`src/rtl/vga_timing_gen_if.sv`:
```
// VGA raster timing bundle.
// master: the timing generator (consumes pix_en/restart, drives timing outputs).
// slave : the display pipeline / pads (drives pix_en/restart, consumes timing).
//   pix_en  - pixel-slot enable, raster advances only when 1
//   restart - synchronous raster restart, wins over pix_en
//   hs, vs  - sync outputs at configured polarity
//   active  - current slot is visible
//   vblank  - current line is at or beyond the visible line count
//   x, y    - pixel coordinates while active, else 0
//   sof/sol - one-clk strobes for start of frame / start of visible line
interface vga_timing_if #(
    parameter int CW = 11
);
    logic          pix_en;
    logic          restart;
    logic          hs;
    logic          vs;
    logic          active;
    logic          vblank;
    logic [CW-1:0] x;
    logic [CW-1:0] y;
    logic          sof;
    logic          sol;

    modport master (
        input  pix_en, restart,
        output hs, vs, active, vblank, x, y, sof, sol
    );

    modport slave (
        output pix_en, restart,
        input  hs, vs, active, vblank, x, y, sof, sol
    );
endinterface

```
`src/rtl/vga_timing_gen.sv`:
```
// Parametrised VGA raster timing generator.
// Counters h/v name the next slot to present; every enabled edge registers the
// decoded outputs for (h,v) and then advances the raster by one slot.
// Ports:
//   clk  - system clock
//   rst  - asynchronous active-high reset
//   vif  - vga_timing_if.master (pix_en/restart in; hs, vs, active, vblank,
//          x, y, sof, sol out, all registered)
module vga_timing_gen #(
    parameter int   H_ACTIVE = 640,
    parameter int   H_FP     = 16,
    parameter int   H_SYNC   = 96,
    parameter int   H_BP     = 48,
    parameter int   V_ACTIVE = 480,
    parameter int   V_FP     = 10,
    parameter int   V_SYNC   = 2,
    parameter int   V_BP     = 33,
    parameter logic HS_POL   = 1'b0,
    parameter logic VS_POL   = 1'b0,
    parameter int   CW       = 11
) (
    input  logic         clk,
    input  logic         rst,
    vga_timing_if.master vif
);
    localparam int LINE  = H_ACTIVE + H_FP + H_SYNC + H_BP;
    localparam int FRAME = V_ACTIVE + V_FP + V_SYNC + V_BP;

    localparam logic [CW-1:0] H_LAST = CW'(LINE - 1);
    localparam logic [CW-1:0] V_LAST = CW'(FRAME - 1);
    localparam logic [CW-1:0] H_VIS  = CW'(H_ACTIVE);
    localparam logic [CW-1:0] V_VIS  = CW'(V_ACTIVE);
    localparam logic [CW-1:0] HS_BEG = CW'(H_ACTIVE + H_FP);
    localparam logic [CW-1:0] HS_END = CW'(H_ACTIVE + H_FP + H_SYNC);
    localparam logic [CW-1:0] VS_BEG = CW'(V_ACTIVE + V_FP);
    localparam logic [CW-1:0] VS_END = CW'(V_ACTIVE + V_FP + V_SYNC);

    logic [CW-1:0] h, v;
    logic [CW-1:0] h_nxt, v_nxt;

    logic          hs_q, vs_q, act_q, vbl_q, sof_q, sol_q;
    logic [CW-1:0] x_q, y_q;

    // Decode of the slot held in the counters (registered below, never
    // routed straight to the ports).
    logic slot_act, slot_hs, slot_vs, slot_vbl, slot_sof, slot_sol;

    always_comb begin
        slot_vbl = (v >= V_VIS);
        slot_act = (h < H_VIS) && !slot_vbl;
        slot_hs  = (h >= HS_BEG) && (h < HS_END);
        // v only changes on the wrap to h=0, so vs edges line up with h=0.
        slot_vs  = (v >= VS_BEG) && (v < VS_END);
        slot_sof = (h == '0) && (v == '0);
        slot_sol = (h == '0) && !slot_vbl;
    end

    always_comb begin
        h_nxt = h + 1'b1;
        v_nxt = v;
        if (h == H_LAST) begin
            h_nxt = '0;
            v_nxt = (v == V_LAST) ? '0 : v + 1'b1;
        end
    end

    always_ff @(posedge clk or posedge rst) begin
        if (rst) begin
            h     <= '0;
            v     <= '0;
            hs_q  <= ~HS_POL;
            vs_q  <= ~VS_POL;
            act_q <= 1'b0;
            vbl_q <= 1'b0;
            x_q   <= '0;
            y_q   <= '0;
            sof_q <= 1'b0;
            sol_q <= 1'b0;
        end else if (vif.restart) begin
            h     <= '0;
            v     <= '0;
            hs_q  <= ~HS_POL;
            vs_q  <= ~VS_POL;
            act_q <= 1'b0;
            vbl_q <= 1'b0;
            x_q   <= '0;
            y_q   <= '0;
            sof_q <= 1'b0;
            sol_q <= 1'b0;
        end else if (vif.pix_en) begin
            h     <= h_nxt;
            v     <= v_nxt;
            hs_q  <= slot_hs ? HS_POL : ~HS_POL;
            vs_q  <= slot_vs ? VS_POL : ~VS_POL;
            act_q <= slot_act;
            vbl_q <= slot_vbl;
            x_q   <= slot_act ? h : '0;
            y_q   <= slot_act ? v : '0;
            sof_q <= slot_sof;
            sol_q <= slot_sol;
        end else begin
            // Raster holds; strobes are one system clock wide regardless.
            sof_q <= 1'b0;
            sol_q <= 1'b0;
        end
    end

    assign vif.hs     = hs_q;
    assign vif.vs     = vs_q;
    assign vif.active = act_q;
    assign vif.vblank = vbl_q;
    assign vif.x      = x_q;
    assign vif.y      = y_q;
    assign vif.sof    = sof_q;
    assign vif.sol    = sol_q;
endmodule
```
`src/flat_wrapper.sv`:
```
// flat-port wrapper written by rule: the top's interface ports become plain ports
module vga_timing_gen_flat 
#(
    parameter int   H_ACTIVE = 640,
    parameter int   H_FP     = 16,
    parameter int   H_SYNC   = 96,
    parameter int   H_BP     = 48,
    parameter int   V_ACTIVE = 480,
    parameter int   V_FP     = 10,
    parameter int   V_SYNC   = 2,
    parameter int   V_BP     = 33,
    parameter logic HS_POL   = 1'b0,
    parameter logic VS_POL   = 1'b0,
    parameter int   CW       = 11
)
  (clk, rst, vif_pix_en, vif_restart, vif_hs, vif_vs, vif_active, vif_vblank, vif_x, vif_y, vif_sof, vif_sol);
  vga_timing_if #(.CW(CW)) vif_i ();
  input  logic clk;
  input  logic rst;
  input wire logic [$bits(vif_i.pix_en)-1:0] vif_pix_en;
  input wire logic [$bits(vif_i.restart)-1:0] vif_restart;
  output wire logic [$bits(vif_i.hs)-1:0] vif_hs;
  output wire logic [$bits(vif_i.vs)-1:0] vif_vs;
  output wire logic [$bits(vif_i.active)-1:0] vif_active;
  output wire logic [$bits(vif_i.vblank)-1:0] vif_vblank;
  output wire logic [$bits(vif_i.x)-1:0] vif_x;
  output wire logic [$bits(vif_i.y)-1:0] vif_y;
  output wire logic [$bits(vif_i.sof)-1:0] vif_sof;
  output wire logic [$bits(vif_i.sol)-1:0] vif_sol;
  assign vif_i.pix_en = vif_pix_en;
  assign vif_i.restart = vif_restart;
  assign vif_hs = vif_i.hs;
  assign vif_vs = vif_i.vs;
  assign vif_active = vif_i.active;
  assign vif_vblank = vif_i.vblank;
  assign vif_x = vif_i.x;
  assign vif_y = vif_i.y;
  assign vif_sof = vif_i.sof;
  assign vif_sol = vif_i.sol;
  vga_timing_gen #(.H_ACTIVE(H_ACTIVE), .H_FP(H_FP), .H_SYNC(H_SYNC), .H_BP(H_BP), .V_ACTIVE(V_ACTIVE), .V_FP(V_FP), .V_SYNC(V_SYNC), .V_BP(V_BP), .HS_POL(HS_POL), .VS_POL(VS_POL), .CW(CW)) u_core (.clk(clk), .rst(rst), .vif(vif_i));
endmodule
```
`config.mk`:
```
export PLATFORM = sky130hd
export DESIGN_NAME = vga_timing_gen_flat
export DESIGN_NICKNAME = d
export VERILOG_FILES = /design/src/rtl/vga_timing_gen_if.sv /design/src/rtl/vga_timing_gen.sv /design/src/flat_wrapper.sv
export SDC_FILE = /design/constraint.sdc
export NUM_CORES = 1
export LEC_CHECK = 0
export CORE_AREA = 2 2 71 73
export CTS_CLUSTER_DIAMETER = 80
export DETAILED_ROUTE_END_ITERATION = 10
export DIE_AREA = 0 0 73 75
export PLACE_DENSITY = 0.77
export SETUP_SLACK_MARGIN = 0.5
export SLEW_MARGIN = 20
export SYNTH_ARGS = -nofsm -noshare
export SYNTH_HDL_FRONTEND = slang
export SYNTH_SLANG_ARGS = --single-unit
```
`constraint.sdc`:
```
create_clock -name clk -period 2.3 [get_ports clk]
set_input_delay 0.46 -clock clk [delete_from_list [all_inputs] [get_ports clk]]
set_output_delay 0.46 -clock clk [all_outputs]
set_load 0.01 [all_outputs]
```
* Word level (Yosys, flattened, before mapping)
Index checks and enable logic that the tools add are counted.
** Operators by class
- $add $sub $neg :: 2
- Magnitude comparators :: 6
- Equality and inequality tests :: 2
- Mux-type cells :: 27
- Reductions and logical operators :: 11
** Operator list (number)
- two-way mux 11 bit :: 13
- adder 11 x 1 -> 11 bit, second input constant :: 2
- == test 11 x 10 -> 1 bit, second input constant :: 2
- greater-or-equal comparator 11 x 9 -> 1 bit, second input constant :: 2
- zero test 11 bit :: 2
- < comparator 11 x 10 -> 1 bit, second input constant :: 2
- two-way mux 1 bit :: 14
- greater-or-equal comparator 11 x 10 -> 1 bit, second input constant :: 1
- < comparator 11 x 9 -> 1 bit, second input constant :: 1
- logical AND 1 bit :: 5
- nonzero test 2 bit :: 2
- AND reduction 2 bit :: 1
- zero test 1 bit :: 1
** Word-level totals
- Register bits after elaboration :: 50
- Bits of input ports :: 4

* Longest topological paths before layout
- Word-level depth :: 6
- Gate-level depth with buffers :: 6
- Mapped depth without buffers :: 6

* Worst setup path before layout
OpenSTA, ideal clock, no wires.
- Path kind :: register to register
- Start point :: register u_core.v[7]
- End point :: register u_core.x_q[8], in the netlist u_core.vif.x[8]
- Library setup time :: 0.064 ns
- Arrival time :: 1.601 ns
- Required time :: 2.236 ns
- Setup slack :: 0.635 ns
- Stages on the path, launching flop included :: 7
- Cell sequence :: dfrtp_1 -> and4_1 -> buf_6 -> or3_4 -> nor4b_4 -> buf_6 -> a22o_2
** On the way
- Cells in the longest elaborated chain, start to end :: 6
** RTL lines
- from (decl) :: RTL line vga_timing_gen.sv:38 : logic [CW-1:0] h, v;
- from (signal assigned) :: RTL line vga_timing_gen.sv:92 : v <= v_nxt;
- greater-or-equal comparator 11 x 9 -> 1 bit :: RTL line vga_timing_gen.sv:49 : slot_vbl = (v >= V_VIS);
- zero test 1 bit :: RTL line vga_timing_gen.sv:50 : slot_act = (h < H_VIS) && !slot_vbl;
- logical AND 1 bit :: RTL line vga_timing_gen.sv:50
- two-way mux 11 bit :: RTL line vga_timing_gen.sv:97 : x_q <= slot_act ? h : '0;
- two-way mux 11 bit :: RTL line vga_timing_gen.sv:90 : end else if (vif.pix_en) begin
- two-way mux 11 bit :: RTL line vga_timing_gen.sv:79 : end else if (vif.restart) begin
- to (signal assigned) :: RTL line vga_timing_gen.sv:97
- to (decl) :: RTL line vga_timing_gen.sv:42 : logic [CW-1:0] x_q, y_q;
No other way between the ends. The select of a mux whose other input is x is not followed.
A chain may end at the register's enable or synchronous reset.

* Worst setup path in the final report
- Start point :: register u_core.v[5]
- End point :: register u_core.x_q[2], in the netlist u_core.vif.x[2]
The elaborated chain is that of the path after synthesis.

==> flow_summary.toml <==
[global_routing]
track_usage = 0.222
grt_pass1_vias = 1886
antenna_found_initial = 0
grt_first_pass_wirelength_mm = 9.22
grt_max_degree = 51
overflow = 0

[synth]
synthDominantCellAreaShare = 0.485
syn-instance-count = 233
ys.flop_type = "dfrtp_1"
ys_seq_elements = 50
synth_area_per_cell_sq_um = 10.6
synth.yosys.warnings = 0
synth_nets = 241
async_flop_share = 1.00
netlist_area_sq_um = 2470
synth_edf_count = 0
ys_seq_area_frac = 0.507
synth_cell_types = 49
synth.largest_area_cell = "dfrtp_1"
synth_area_leaders = "dfrtp_1 (49%), a22o_2 (7.7%), nor2_1 (2.4%), nand4_1 (2.3%), dfstp_2 (2.1%)"

[sta]
setup_viol = 0
slew_headroom = 0.742
rsz0062_at_grt = "true"
setup_tns_ps = 0
final_max_slew_viol_count = 0
post-route-min-period_ps = 1870
worst_pin_slew_ps = 386
finalHoldViolations = 0
worst_slack_ps = 431
fin_skew_ps = 9.89
finalCritPeriodShare = 0.812
max_clock_freq_mhz = 535

[clock_tree]
postCtsHoldBufs = 0
cts_htree_levels = 2
cts_sinks = 50
cts-root-buf = "clkbuf_8"
clkLatencyLatePin_ps = 300
path_clk_slew_ps = 90
clockBufferDepth = 2
cts_made_buffers = 5
cts_tree = "done"

[drt]
drt_iter0_markers = 210
vias_per_cell = 6.18
dr.pass1.iters = 4
via_count = 2045
wl_per_cell_microns = 17.7
totalWireLength_mm = 5.88
route.detailed.drc = 0
postRouteAntennaNets = 0

[power]
ir_drop_v = 0.000359
power_uw = 1530
p_per_area_nw_per_um2 = 492
p_leak_uw = 0.00135

[worst_hold_path]
hold_start = "u_core.vif.y[10]$_DFFE_PP0P_"
worstHoldPathType = "flop to flop"

[place]
pre_cts_ws_ps = 214
placed_cell_area_sq_um = 2840
dp_hpwl_mm = 3.58
io_buffer_count = 31
place.gp.congestion = 0.865

[floorplan]
core-area_sq_um = 4660
die_area_sq_um = 5480
ioPinCount = 32
core.rowCount = 25
chipHeight_microns = 75
die_x_microns = 73
initial_core_util = 0.531

[worst_setup_path]
critPathSlowestCell = "dfrtp_1"
cp-startpoint = "u_core.v[5]$_DFFE_PP0P_"
path_buf_inv = 3
crit_chain = "buf_6 -> and4_4 -> or3_4 -> nor4b_4 -> buf_4 -> buf_6 -> a22o_2"
crit_fanout = 6
critPathKind = "flop to flop"
max_stage_delay_ps = 400
critical_path.endpoint_type = "flop"
r2r_start = "u_core.v[5]$_DFFE_PP0P_"
critPathLaunchType = "flop"
cp_top_family = "simple AND/OR/NAND/NOR gates"
cp.required_ps = 2540
critPathMostFrequentCell = "buf_6"
crit_arrival_ps = 2110

[final_layout]
post-route-util = 0.668
post-route-cell-area_sq_um = 3110
regArea_sq_um = 1260
drive_above_1_share = 0.282
area_delta_synth_final_pct = 25.8
antenna_cells = 0
layout.nets = 285
n_fill_cell = 371
multi_input_area_sq_um = 1150

[job]
max-cap-violations = 0

[status]
status = "finished, final reports clean"
where the power goes:
part	switching (uW)	internal (uW)
Combinational	72.7	56.7
Clock	291	208
Sequential	10.7	891
Yosys cell counts (all sizes together), types with 6 or more instances:
| library cell | number |
|---|---|
| dfrtp | 48 |
| a22o | 21 |
| nor2 | 16 |
| nand2 | 13 |
| clkbuf | 12 |
| inv | 10 |
| nand3 | 10 |
| nand4 | 9 |
| a21oi | 8 |
| buf | 7 |
| and2 | 6 |
| nor3 | 6 |
kinds of logic after synthesis:
family,after synthesis,synth area share
and+or+nand+nor,86,0.205
muxes,1,0.00404
xor gates and xnor gates,7,0.0248
DFF,50,0.507
adders and majority gates,4,0.0202
buffers and inverters,29,0.0561
AOI/OAI and AO/OA,56,0.183
timing repair:
action	4_1_cts	5_1_grt
endpoints found under the hold margin	0	0
pin swaps	0	4
resized for setup	16	11
cloned	2	0
endpoints found under the setup margin	36	35
setup buffers	6	7
metal layers:
layer | vias up | wire length, microns | global-route usage
met1 | 996 | 2670 | 0.323
met2 | 86 | 2720 | 0.333
met3 | 16 | 307 | 0.0214
met5 | - | 0 | 0
li1 | 947 | - | -
met4 | 0 | 178 | 0.109
sequential cells by signal (all words and copies together), names as in the netlist:
signal             count
u_core.vif.sof         1
u_core.vif.vblank      1
u_core.vif.hs          1
u_core.vif.sol         1
u_core.v              11
u_core.h              11
u_core.vif.x          11
u_core.vif.y          11
u_core.vif.active      1
u_core.vif.vs          1
layout by cell type, fill, tap and decap left out, types with 4 or more instances in the layout:
cell / n
a21oi_1: 8
nor2_1: 14
dfrtp_1: 44
inv_1: 9
nand2_1: 13
and2_1: 6
dfrtp_2: 4
o21ai_0: 4
nand4_1: 9
clkbuf_8: 5
nand3_1: 9
clkdlybuf4s50_1: 29
a22o_2: 18
nor3_1: 6
buf_4: 21
xnor2_1: 4
cell type report:
| cell class | count | share of cell area |
|---|---|---|
| multi-input cells | 154 | 0.368 |
| inverters | 10 | 0.0121 |
| clock inverters | 2 | 0.00482 |
| flip-flops and latches | 50 | 0.404 |
| repair buffers | 56 | 0.167 |
| well taps | 54 | 0.0217 |
| clock buffers | 5 | 0.0221 |
worst reg2reg max path: cells and delay by family (launching register included):
| family | cells | cell delay, ps |
|---|---|---|
| buf+inv | 3 | 420 |
| compound gates | 1 | 140 |
| simple gates | 3 | 850 |
| flops | 1 | 400 |
metrics by stage:
step / hold slack (ps) / cells
floorplan: 510 / 233
global placement: 468 / 309
detailed placement: 477 / 309
CTS: 497 / 324
global route: 524 / 331
finish: 489 / 331
worst paths after layout:
| path | end | slack (ps) | cells past startpoint |
|---|---|---|---|
| max | u_core.vif.x[2]$_DFFE_PP0P_ | 430 | 7 |
| min | u_core.vif.y[10]$_DFFE_PP0P_ | 490 | 1 |
| max reg2reg | u_core.vif.x[2]$_DFFE_PP0P_ | 430 | 7 |
| min reg2reg | u_core.vif.y[10]$_DFFE_PP0P_ | 490 | 1 |
| max in group asynchronous | u_core.vif.hs$_DFFE_PP1P_ | 1490 | 3 |
| min in group asynchronous | u_core.v[8]$_DFFE_PP0P_ | 520 | 3 |
No activity file was read; power rests on OpenSTA's default activity.
